File: src/rtl/uart_alu_bridge.sv
// Frame assembler between the UART receiver and the combinational ALU.
// Collects A, B, opcode bytes, runs the ALU for one cycle and hands the result to UART TX.
module uart_alu_bridge #(
  parameter int NB_DATA = 8,
  parameter int NB_OP   = 6,
  parameter int TIMEOUT = 1000000
) (
  input  logic               i_clk,
  input  logic               i_reset,
  input  logic [NB_DATA-1:0] i_rx_data,
  input  logic               i_rx_done,
  input  logic [NB_DATA-1:0] i_alu_result,
  output logic [NB_DATA-1:0] o_alu_data_a,
  output logic [NB_DATA-1:0] o_alu_data_b,
  output logic [NB_OP-1:0]   o_alu_op,
  output logic [NB_DATA-1:0] o_tx_data,
  output logic               o_tx_start,
  input  logic               i_tx_done,
  output logic               o_busy,
  output logic               o_op_error,
  output logic               o_timeout,
  output logic               o_overrun
);

  typedef enum logic [2:0] {IDLE, WAIT_B, WAIT_OP, EXEC, WAIT_TX} state_t;

  localparam logic [31:0] TMO_LAST = 32'(TIMEOUT - 1);

  state_t            state, state_next;
  logic [31:0]       tmo_cnt;
  logic [NB_OP-1:0]  rx_op;
  logic              tmo_hit, cnt_run;
  logic              load_a, load_b, load_op, do_exec;
  logic              op_err, tmo_fire, ovr;
  logic              unused_rx_hi;

  assign rx_op        = i_rx_data[NB_OP-1:0];
  assign unused_rx_hi = ^i_rx_data[NB_DATA-1:NB_OP];
  assign tmo_hit      = (tmo_cnt == TMO_LAST);
  assign o_busy       = (state != IDLE);

  function automatic logic op_valid(input logic [NB_OP-1:0] op);
    case (op)
      NB_OP'(6'b100000), NB_OP'(6'b100010), NB_OP'(6'b100100),
      NB_OP'(6'b100101), NB_OP'(6'b100110), NB_OP'(6'b100111),
      NB_OP'(6'b000010), NB_OP'(6'b000011): op_valid = 1'b1;
      default:                               op_valid = 1'b0;
    endcase
  endfunction

  always_comb begin
    state_next = state;
    load_a     = 1'b0;
    load_b     = 1'b0;
    load_op    = 1'b0;
    do_exec    = 1'b0;
    op_err     = 1'b0;
    tmo_fire   = 1'b0;
    ovr        = 1'b0;
    case (state)
      IDLE: begin
        if (i_rx_done) begin
          load_a     = 1'b1;
          state_next = WAIT_B;
        end
      end
      WAIT_B: begin
        if (i_rx_done) begin
          load_b     = 1'b1;
          state_next = WAIT_OP;
        end else if (tmo_hit) begin
          tmo_fire   = 1'b1;
          state_next = IDLE;
        end
      end
      WAIT_OP: begin
        if (i_rx_done) begin
          if (op_valid(rx_op)) begin
            load_op    = 1'b1;
            state_next = EXEC;
          end else begin
            op_err     = 1'b1;
            state_next = IDLE;
          end
        end else if (tmo_hit) begin
          tmo_fire   = 1'b1;
          state_next = IDLE;
        end
      end
      EXEC: begin
        do_exec    = 1'b1;
        ovr        = i_rx_done;
        state_next = WAIT_TX;
      end
      WAIT_TX: begin
        ovr = i_rx_done;
        if (i_tx_done) state_next = IDLE;
      end
      default: state_next = IDLE;
    endcase
  end

  // Counter only runs while a partial frame waits; any byte or expiry clears it.
  assign cnt_run = ((state == WAIT_B) || (state == WAIT_OP)) && !i_rx_done && !tmo_hit;

  always_ff @(posedge i_clk) begin
    if (i_reset) begin
      state        <= IDLE;
      tmo_cnt      <= '0;
      o_alu_data_a <= '0;
      o_alu_data_b <= '0;
      o_alu_op     <= '0;
      o_tx_data    <= '0;
      o_tx_start   <= 1'b0;
      o_op_error   <= 1'b0;
      o_timeout    <= 1'b0;
      o_overrun    <= 1'b0;
    end else begin
      state      <= state_next;
      tmo_cnt    <= cnt_run ? tmo_cnt + 32'd1 : 32'd0;
      o_tx_start <= do_exec;
      o_op_error <= op_err;
      o_timeout  <= tmo_fire;
      o_overrun  <= ovr;
      if (load_a)  o_alu_data_a <= i_rx_data;
      if (load_b)  o_alu_data_b <= i_rx_data;
      if (load_op) o_alu_op     <= rx_op;
      if (do_exec) o_tx_data    <= i_alu_result;
    end
  end

endmodule

File: config.mk
export PLATFORM = sky130hd
export DESIGN_NAME = uart_alu_bridge
export DESIGN_NICKNAME = d
export VERILOG_FILES = /design/src/rtl/uart_alu_bridge.sv
export SDC_FILE = /design/constraint.sdc
export NUM_CORES = 1
export LEC_CHECK = 0
export BUFFER_PORTS_ARGS = -buffer_cell sky130_fd_sc_hd__buf_2
export CAP_MARGIN = 20
export CORE_ASPECT_RATIO = 0.9
export CORE_MARGIN = 2
export CORE_UTILIZATION = 50
export CTS_BUF_LIST = sky130_fd_sc_hd__clkbuf_4
export CTS_CLUSTER_SIZE = 28
export DETAILED_ROUTE_END_ITERATION = 10
export PLACE_DENSITY_LB_ADDON = 0.2
export SETUP_SLACK_MARGIN = 0.5
export SLEW_MARGIN = 20
export SYNTH_ARGS = -nofsm -noshare
export SYNTH_HDL_FRONTEND = slang
export SYNTH_SLANG_ARGS = --single-unit
File: constraint.sdc
create_clock -name i_clk -period 2.15 [get_ports i_clk]
set_input_delay 0.215 -clock i_clk [delete_from_list [all_inputs] [get_ports i_clk]]
set_output_delay 0.215 -clock i_clk [all_outputs]
set_load 0.01 [all_outputs]
==> metrics <==
Root Driver=clkbuf_4; Sequential Power Share=between 60% and 70%; Skew-Pair Late Insertion Delay=slightly above 0.4 ns; Detail Placement HPWL=a little over 4000 µm; critical path, cell by cell=nand3_1 > nor3_4 > nand3_2 > or3_1 > a21oi_1; # clock sinks=69; Leak Pwr=~1.5 nW; Pint=between 0.0015 and 0.002 W; TritonCTS buffer count=9; TritonCTS clock tree=built; CP Data Required Time=between 2 and 2.5 ns; unrepaired setup endpoints after global routing=true; htree depth=3; worst vdd ir=453 µV; relative slew slack=about three fifths; Ports=55; clk_skew=between 0.01 and 0.015 ns; Finish-stage setup viols=0; fin crit share=between 70% and 80%; Max-Cap Viols=0; WS Path Type=reg2reg; Worst setup SP type=flip-flop; cell row count=26; Clock Tree Buf Depth=2; Clk pwr share=31.4%; critical path's largest stage delay=approximately 0.46 ns; Synth Instances=between 300 and 400; initial antenna violation count=0; worst-path maximum fanout=6; Post-Route WL=around 6400 µm; GPL Wtd Cong=0.782; Logic pwr share=7.7%; via count=between 2,000 and 3,000; TritonRoute pass-1 iters=4; drt wl/cell=about 13 µm; antenna viol nets, final=0; status=finished clean; CP max-delay cell=dfxtp_1; setup tns final=0 ns; fin crit period=between 1.5 and 2 ns; Die Ht=about 76 µm; P&R area growth vs syn=24.8%; fill count=slightly above 500; first-pass GRT wire length=~9800 µm; Cell Area, Synth=between 0.002 and 0.003 mm²; max frequency=between 600 and 700 MHz; number of DRC markers in iteration 0=between 100 and 150; initial core utilization=around half; Synth Warn #=0; Max Used Layer=met4; CP Capture Type=flip-flop; pwr dens=603 mW/mm²; Congestion Overflow GR=0; WL met1=2920 µm; Seq/Total Area, Yosys=48.2%; Net Switching=0.000555 W; syn_nets=between 300 and 400; Crit path max-delay family=simple AND/OR/NAND/NOR gates; largest net degree at the start of global routing=35; flop-to-flop setup slack=0.51 ns; Clock transition at path regs=about 0.11 ns; post-synth cell types=40; nets=424; Design Area, Final=about 0.0036 mm²; CTS Hold Bufs=0; Slew Viols, Final=0; Final Hold Violating Endpoints=0; DRC violations left=0; mean post-synth cell area=between 8 and 9 µm²; switching share of power=25.7%; Slew @ Worst Pin=0.598 ns; Critical Path AT=roughly 2 ns; Buf+Inv Stages, Crit Path=0; DIE AREA=~0.0064 mm²; Ant. Diodes=0; routed wl met3=~370 µm; Port Buffers=54; Die Span X=about 84 µm; vias per inst=about 5.3; share of layout cells above drive strength 1=approximately 31%; total core area=~0.0056 mm²; met2 WL=roughly 3000 µm; Placed Instance Area=about 0.0032 mm²; total track usage=a little under a fifth; Hold Crit Class=in2reg; vias in the first global route=2,242; #FFs+latches synth=a little under 70
[cell type report]
class | instances | area (µm²) | share of cell area (%)
Inverter | 4 | 15.0 | 0.420
Clock buffer | 10 | 75.1 | 2.10
Tap cell | 70 | 87.6 | 2.45
Timing Repair Buffer | 74 | 454 | 12.7
Clock inverter | 6 | 30.0 | 0.839
Sequential cell | 69 | 1410 | 39.5
Multi-Input combinational cell | 245 | 1500 | 42.0
[state kept, by name, indices dropped and copies added, names as in the netlist]
name,flops
tmo_cnt,32
o_alu_data_a,8
o_overrun,1
o_alu_op,6
o_alu_data_b,8
o_op_error,1
o_tx_data,8
o_timeout,1
o_tx_start,1
state,3
[routing by layer]
layer  GRT usage [%]  vias up
met5               0        -
met1            23.3     1187
met4            6.27        0
met3            7.69        6
met2            31.8       56
li1                -     1279
[logic make-up (layout without fill, tap and decap cells)]
family                   count (synthesis)  count (layout)  share of synthesized area (%)
AO/OA/AOI/OAI                           43              43                           9.08
XOR/XNOR                                21              21                           6.42
adder cells (fa/ha/maj)                  1               1                          0.436
buffers and inverters                   15              94                           2.84
flip-flops                              69              69                           48.2
multiplexers                            12              12                           4.19
AND/OR/NAND/NOR                        168             168                           28.9
[synth_stat cells (all sizes together)]
master	n	share of area (%)
a31o	1	0.31
clkbuf	5	0.65
and2	3	0.65
o21ai	9	1.6
dfxtp	69	48
mux2i	12	4.2
a211oi	1	0.26
ha	1	0.44
a21bo	1	0.35
nor3	4	0.87
nor2	46	6.0
xnor2	6	1.8
nor2b	2	0.44
nor4	8	2.2
and4b	1	0.35
nand2b	5	1.1
a41o	1	0.35
a21o	1	0.26
o32ai	1	0.31
nand3	14	2.4
nand3b	2	0.52
nand4	12	2.6
and2b	2	0.52
a2111oi	1	0.96
or3	10	2.2
xor2	15	4.6
and3	4	1.0
inv	4	0.52
and4	2	0.70
buf	6	1.7
nor3b	2	0.52
nand2	51	6.7
a21oi	27	4.7
[cell usage in the layout, fill, tap and decap left out, types with 2 or more instances in the layout]
master    instances
a21oi_1          27
and2_1            2
and3_1            3
buf_2            54
buf_4            17
clkbuf_4         10
clkinv_1          2
clkinv_2          3
dfxtp_1          51
dfxtp_2          14
dfxtp_4           4
inv_1             4
mux2i_1          12
nand2_1          51
nand2b_1          5
nand3_1          12
nand3b_1          2
nand4_1          12
nor2_1           44
nor2_2            2
nor2b_1           2
nor3_1            3
nor3b_1           2
nor4_1            3
nor4_2            2
nor4_4            3
o21ai_0           8
or3_1            10
xnor2_1           6
xor2_1           15
[path summary, 6_finish.rpt]
kind,start,endpoint,cells past startpoint
hold / removal,i_alu_result[5],o_tx_data[5],3
setup reg to reg,tmo_cnt[20],tmo_cnt[30],5
hold reg to reg,o_alu_data_a[0],o_alu_data_a[0],2
setup / recovery,tmo_cnt[20],tmo_cnt[30],5
[power by group through the flow]
stage | Combinational [W] | Sequential [W] | Clock, W
after detailed placement | 0.000158 | 0.00135 | 0
after CTS | 0.000161 | 0.00132 | 0.000698
after global placement | 0.000156 | 0.00134 | 0
after floorplan | 0.0000830 | 0.00135 | 0
after global routing | 0.000187 | 0.00132 | 0.000743
final | 0.000167 | 0.00131 | 0.000678
[repair_timing]
item	CTS	global route
pin swaps	3	12
endpoints found under the setup margin	32	33
cloned	0	1
resized for setup	19	25
buffers inserted	4	10
[worst register-to-register path, stage by stage, from the launching register on]
cell	delay, ns
dfxtp_1	0.46
nand3_1	0.18
nor3_4	0.32
nand3_2	0.16
or3_1	0.33
a21oi_1	0.13
[stage by stage]
stage	power (W)	util, %	cells	setup slack [ns]	hold slack [ns]
finish	0.00216	63.9	478	0.512	0.0377
global route	0.00225	63.9	478	0.434	0.0229
CTS	0.00218	60.8	467	0.496	0.0186
detailed placement	0.00150	57.1	447	0.275	0.445
global placement	0.00150	57.1	447	0.327	0.440
floorplan	0.00144	-	329	0.523	0.345
Power figures use the tool's default switching activity.
